===== src/rtl/registro_carga_hs.sv =====
// registro_carga_hs: output capture stage for the ALU/display datapath.
// Buffers arithmetic results and seven-segment patterns behind a valid/ready
// handshake. The main register feeds the outputs. A one-entry skid register
// sits behind it, so no result is lost while the consumer stalls or a freeze
// (hold) is requested. Every accepted result is counted modulo 2^CNT_W.
//
// Optional feature, macro REGCARGA_BLANK_EN: when it is defined, seg_out reads
// all ones (blank display) while no result is valid.
module registro_carga_hs #(
  parameter int N     = 4,
  parameter int SEGS  = 3,
  parameter int CNT_W = 8
) (
  input  logic              clk,
  input  logic              rst,
  input  logic              in_valid,
  output logic              in_ready,
  input  logic [7*SEGS-1:0] seg_in,
  input  logic [N-1:0]      aritm_in,
  output logic              out_valid,
  input  logic              out_ready,
  input  logic              hold,
  output logic [7*SEGS-1:0] seg_out,
  output logic [N-1:0]      aritm_out,
  output logic [CNT_W-1:0]  load_count
);

  localparam int SW = 7*SEGS;
  localparam logic [CNT_W-1:0] CNT_INC = CNT_W'(1);

  // One buffered result: segment patterns plus arithmetic value.
  typedef struct packed {
    logic [SW-1:0] seg;
    logic [N-1:0]  aritm;
  } entry_t;

  typedef enum logic [1:0] {EMPTY, ONE, FULL} state_t;

  state_t state, state_nx;
  entry_t main_q, skid_q, in_e, load_val;
  logic   accept, drain, load_main, load_skid;

  assign in_e.seg   = seg_in;
  assign in_e.aritm = aritm_in;

  // While reset is held the stage never claims to be ready.
  assign in_ready = rst && (state != FULL);
  assign accept   = in_valid && in_ready;
  // hold masks only the consumer side; the producer side keeps filling slots.
  assign drain    = out_valid && out_ready && !hold;

  // Next-state and load selection. The main register takes the input directly
  // when it is free or is being vacated with the skid empty. When the skid
  // holds data, the skid entry moves forward instead, which keeps FIFO order.
  always_comb begin
    state_nx  = state;
    load_main = 1'b0;
    load_skid = 1'b0;
    load_val  = in_e;
    unique case (state)
      EMPTY: begin
        if (accept) begin
          load_main = 1'b1;
          state_nx  = ONE;
        end
      end
      ONE: begin
        if (accept && drain) begin
          load_main = 1'b1;
        end else if (accept) begin
          load_skid = 1'b1;
          state_nx  = FULL;
        end else if (drain) begin
          state_nx  = EMPTY;
        end
      end
      FULL: begin
        if (drain) begin
          load_main = 1'b1;
          load_val  = skid_q;
          state_nx  = ONE;
        end
      end
      default: state_nx = EMPTY;
    endcase
  end

  // State, storage and counter. The reset is synchronous, and a reset during
  // a transfer discards both buffered entries.
  always_ff @(posedge clk) begin
    if (!rst) begin
      state        <= EMPTY;
      out_valid    <= 1'b0;
      main_q.seg   <= '1;
      main_q.aritm <= '0;
      skid_q       <= '0;
      load_count   <= '0;
    end else begin
      state     <= state_nx;
      out_valid <= (state_nx != EMPTY);
      if (load_main) main_q     <= load_val;
      if (load_skid) skid_q     <= in_e;
      if (accept)    load_count <= load_count + CNT_INC;
    end
  end

  assign aritm_out = main_q.aritm;

`ifdef REGCARGA_BLANK_EN
  // Blank the display whenever nothing valid is held. out_valid is a register,
  // so the blanking appears the cycle after the last entry drains. The stored
  // pattern is untouched and shows again after the next load.
  assign seg_out = out_valid ? main_q.seg : '1;
`else
  // The last loaded pattern stays on the display even after it drains.
  assign seg_out = main_q.seg;
`endif

endmodule


===== config.mk =====
export PLATFORM = sky130hd
export DESIGN_NAME = registro_carga_hs
export DESIGN_NICKNAME = d
export VERILOG_FILES = /design/src/rtl/registro_carga_hs.sv
export SDC_FILE = /design/constraint.sdc
export NUM_CORES = 1
export LEC_CHECK = 0
export CAP_MARGIN = 20
export CORE_UTILIZATION = 49
export CTS_BUF_LIST = sky130_fd_sc_hd__clkbuf_2
export DETAILED_ROUTE_END_ITERATION = 8
export DONT_BUFFER_PORTS = 1
export GPL_TIMING_DRIVEN = 0
export PLACE_DENSITY_LB_ADDON = 0.2
export SYNTH_ARGS = -nofsm -noshare
export SYNTH_HDL_FRONTEND = slang
export SYNTH_SLANG_ARGS = --single-unit

===== constraint.sdc =====
create_clock -name clk -period 3.78 [get_ports clk]
set_input_delay 0.756 -clock clk [delete_from_list [all_inputs] [get_ports clk]]
set_output_delay 0.756 -clock clk [all_outputs]
set_load 0.005 [all_outputs]

==> impl_results.md <==
- Post-DR wirelength/cell: 14.61 um
- Routed WL: roughly 5900 um
- Max Fclk: roughly 0.36 GHz
- Final Power: 1249 uW
- CTS tree: built
- Die area: 5528 sq um
- Pins Over Slew Limit: 0
- Setup bufs post-CTS: 0
- Mean number of vias per cell: 5.590
- Post-synth EDFFs: 0
- Drt drc: 0
- PortBufs: 0
- Mean area per synthesized cell: around 8.0 sq um
- Vias in the first global route: about 2000
- Initial antenna violation count: 0
- Cts repair resizes: 0
- Initial Util: between 50 and 60%
- CP required: roughly 3.0 ns
- Core ar.: approximately 4900 sq um
- Post-synthesis cell count: 319
- Via count: ~2200
- Overall Global Routing Usage: between 20% and 30%
- Max incr delay on CP: ~0.40 ns
- Post-Syn Area: around 2600 sq um
- Core Rows: 25
- Final net count: between 300 and 400
- Final Skew: 0.02921 ns
- I/O pin total: 65
- Ratio of cells with drive above 1 in the final layout: a little over 9%
- Synth warn: 0
- Clock Tree Buf Depth: 2
- Slowest cell on crit path: clkbuf_1
- Pwr dens: about 450 nW/um^2
- Crit-path most repeated cell: clkbuf_1
- Period minus WS final: 2.745 ns
- Crit path buffers/inverters: 4
- Dpl cells: slightly below 400
- Combinational Power Share: under 10%
- Hold crit path type: in -> reg
- Inserted Diodes: 0
- Setup TNS: 0 ns
- Seq/Total Area, Yosys: between 40% and 50%
- Die width: about 74 um
- Top cell type's share of synthesized area: between 40 and 50%
- Crit start category: input pin
- Max cap viols: 0
- Crit path DAT: between 1.5 and 2 ns
- Slew HR: about 67%
- Reg power frac: 55.5%
- Outcome: finished, final reports clean
- Clock slew at reported path FFs: around 0.18 ns
- 1st-iter DRT viols: approximately 120
- Syn_nets: 350
- Most frequent cells in the layout: nand2_1, dfxtp_1, a21oi_1, nor4_1, a31oi_1
- Primary FF master, synth: dfxtp_1
- Fin crit share: between 70% and 80%
- Final Hold Vio Count: 0
- DP Area: 2649 sq um
- Global-route wire length before repair: between 9000 and 10000 um
- Internal power: 931.5 uW
- Die height: ~74 um
- DRT antenna net count: 0
- Insertion delay of the later-clocked pin in the worst-skew pair: about 0.48 ns
- Sw Ratio: 25.40%
- Clock Root Buffer: clkbuf_2
- Final instance area: roughly 2800 sq um
- Cell accounting for the most synthesized area: dfxtp_1
- CP Class: in -> out
- P_sw: roughly 320 uW
- CTS Hold Bufs: 0
- Distinct cells, synth: 33
- Unrepaired setup endpoints after global routing: false
- Final setup fails: 0
- Detail Placement HPWL: about 4000 um
- Worst Reg-to-Reg Cells: 6
- Stages on worst setup path: 5
- #FFs+latches synth: 61
- Num Clock Sinks: a little over 60
- Largest net degree at the start of global routing: 11
- Area grow syn2layout: 8.244%
- Clock Power Share: a little over a third
- Worst-Margin Slew: between 0.4 and 0.5 ns
- Leak: approximately 0.001 uW
- R2R Setup Slk: about 2 ns
- Grt ovf: 0
- Async SR Flop Fraction: 0%
- Peak supply drop: between 200 and 250 uV
- First-pass DRT Iterations: 4
- Non-filler cells, final: approximately 400
- CP Cell Sequence: buf_2, clkinv_1, clkbuf_1, clkbuf_1, nor2_1
- Synth area leaders: dfxtp_1, nand2_1, a21oi_1, nor4_1, a31oi_1
- H-tree Lvls: 3
- TritonCTS buffer count: 9
- Hold WS: between 0.3 and 0.4 ns
- Crit end category: output pin
- Commonest non-fill, non-tap cell in the layout: nand2_1
- Hold Path Stages: 2
- Top Family by Delay on Critical Path: buffers and inverters
- GPL Wtd Cong: 0.7442
- Crit-path max FO: 10
-- final timing paths --
check / from / endpoint
worst max-delay path: rst / in_ready
worst min-delay path: seg_in[5] / skid_q[9]$_SDFFE_PN0P_
worst max register to register: state[1]$_SDFF_PN0_ / seg_out[17]$_SDFFE_PN1P_
worst min register to register: skid_q[17]$_SDFFE_PN0P_ / skid_q[17]$_SDFFE_PN0P_
-- cell type report --
cell class / count / area (sq um)
Buffer: 26 / 135.1
Clock buffer: 10 / 50.05
Clock inverter: 6 / 77.57
Fill cell: 488 / 2103
Inverter: 1 / 3.754
Multi-Input combinational cell: 231 / 1205
Sequential cell: 61 / 1221
Tap cell: 67 / 83.83
-- worst reg2reg max path, cell delays in order, from the launching register on --
cell and delay (ns):
dfxtp_1 0.47, nand4b_1 0.23, a21oi_2 0.38, or2_1 0.15
buf_4 0.15, buf_6 0.15, a31oi_1 0.07
-- synthesized netlist by cell type (2+ instances only) --
library cell,n
nand2_1,87
dfxtp_1,61
a21oi_1,50
nor4_1,24
a31oi_1,21
clkbuf_1,14
nor2_1,9
buf_2,6
nor3_1,6
xnor2_1,6
a311oi_1,4
buf_4,4
buf_6,2
nand3_1,2
nand3b_1,2
nand4_1,2
nor2b_1,2
o21a_1,2
-- metrics by stage --
step                      setup slack [ns]  utilization [%]
final                                1.035            56.90
after global routing                0.8925            56.90
after CTS                            1.018            56.90
after global placement               1.028            54.28
after detailed placement             1.018            54.28
after floorplan                      1.350                -
-- flip-flops by register name, summed over array words and instances, names as in the netlist --
name and count:
out_valid 1, state 2, seg_out 21, aritm_out 4, skid_q 25, load_count 8
-- metal layers --
metal	vias to the layer above	global-route usage (%)	part of all wire (%)
met2	86	34.14	45
met5	-	0	0
li1	1144	-	-
met1	1012	30.13	44
met4	0	8.805	1.0
met3	5	8.266	9.5
-- power groups by stage --
stage / combinational (uW) / sequential (uW) / clock [uW]
after floorplan: 89.9 / 703 / 0
after global placement: 109 / 707 / 0
after detailed placement: 111 / 708 / 0
after CTS: 111 / 694 / 456
after global routing: 125 / 698 / 482
final: 111 / 693 / 445
-- cell families after synthesis --
family                   share of synthesized area, %
AO/OA/AOI/OAI                                   17.37
XOR/XNOR                                        2.049
adder cells (fa/ha/maj)                        0.4877
buffers and inverters                           5.415
flip-flops                                      47.61
multiplexers                                   0.3903
AND/OR/NAND/NOR                                 26.68
(Power assumes the default switching activity.)
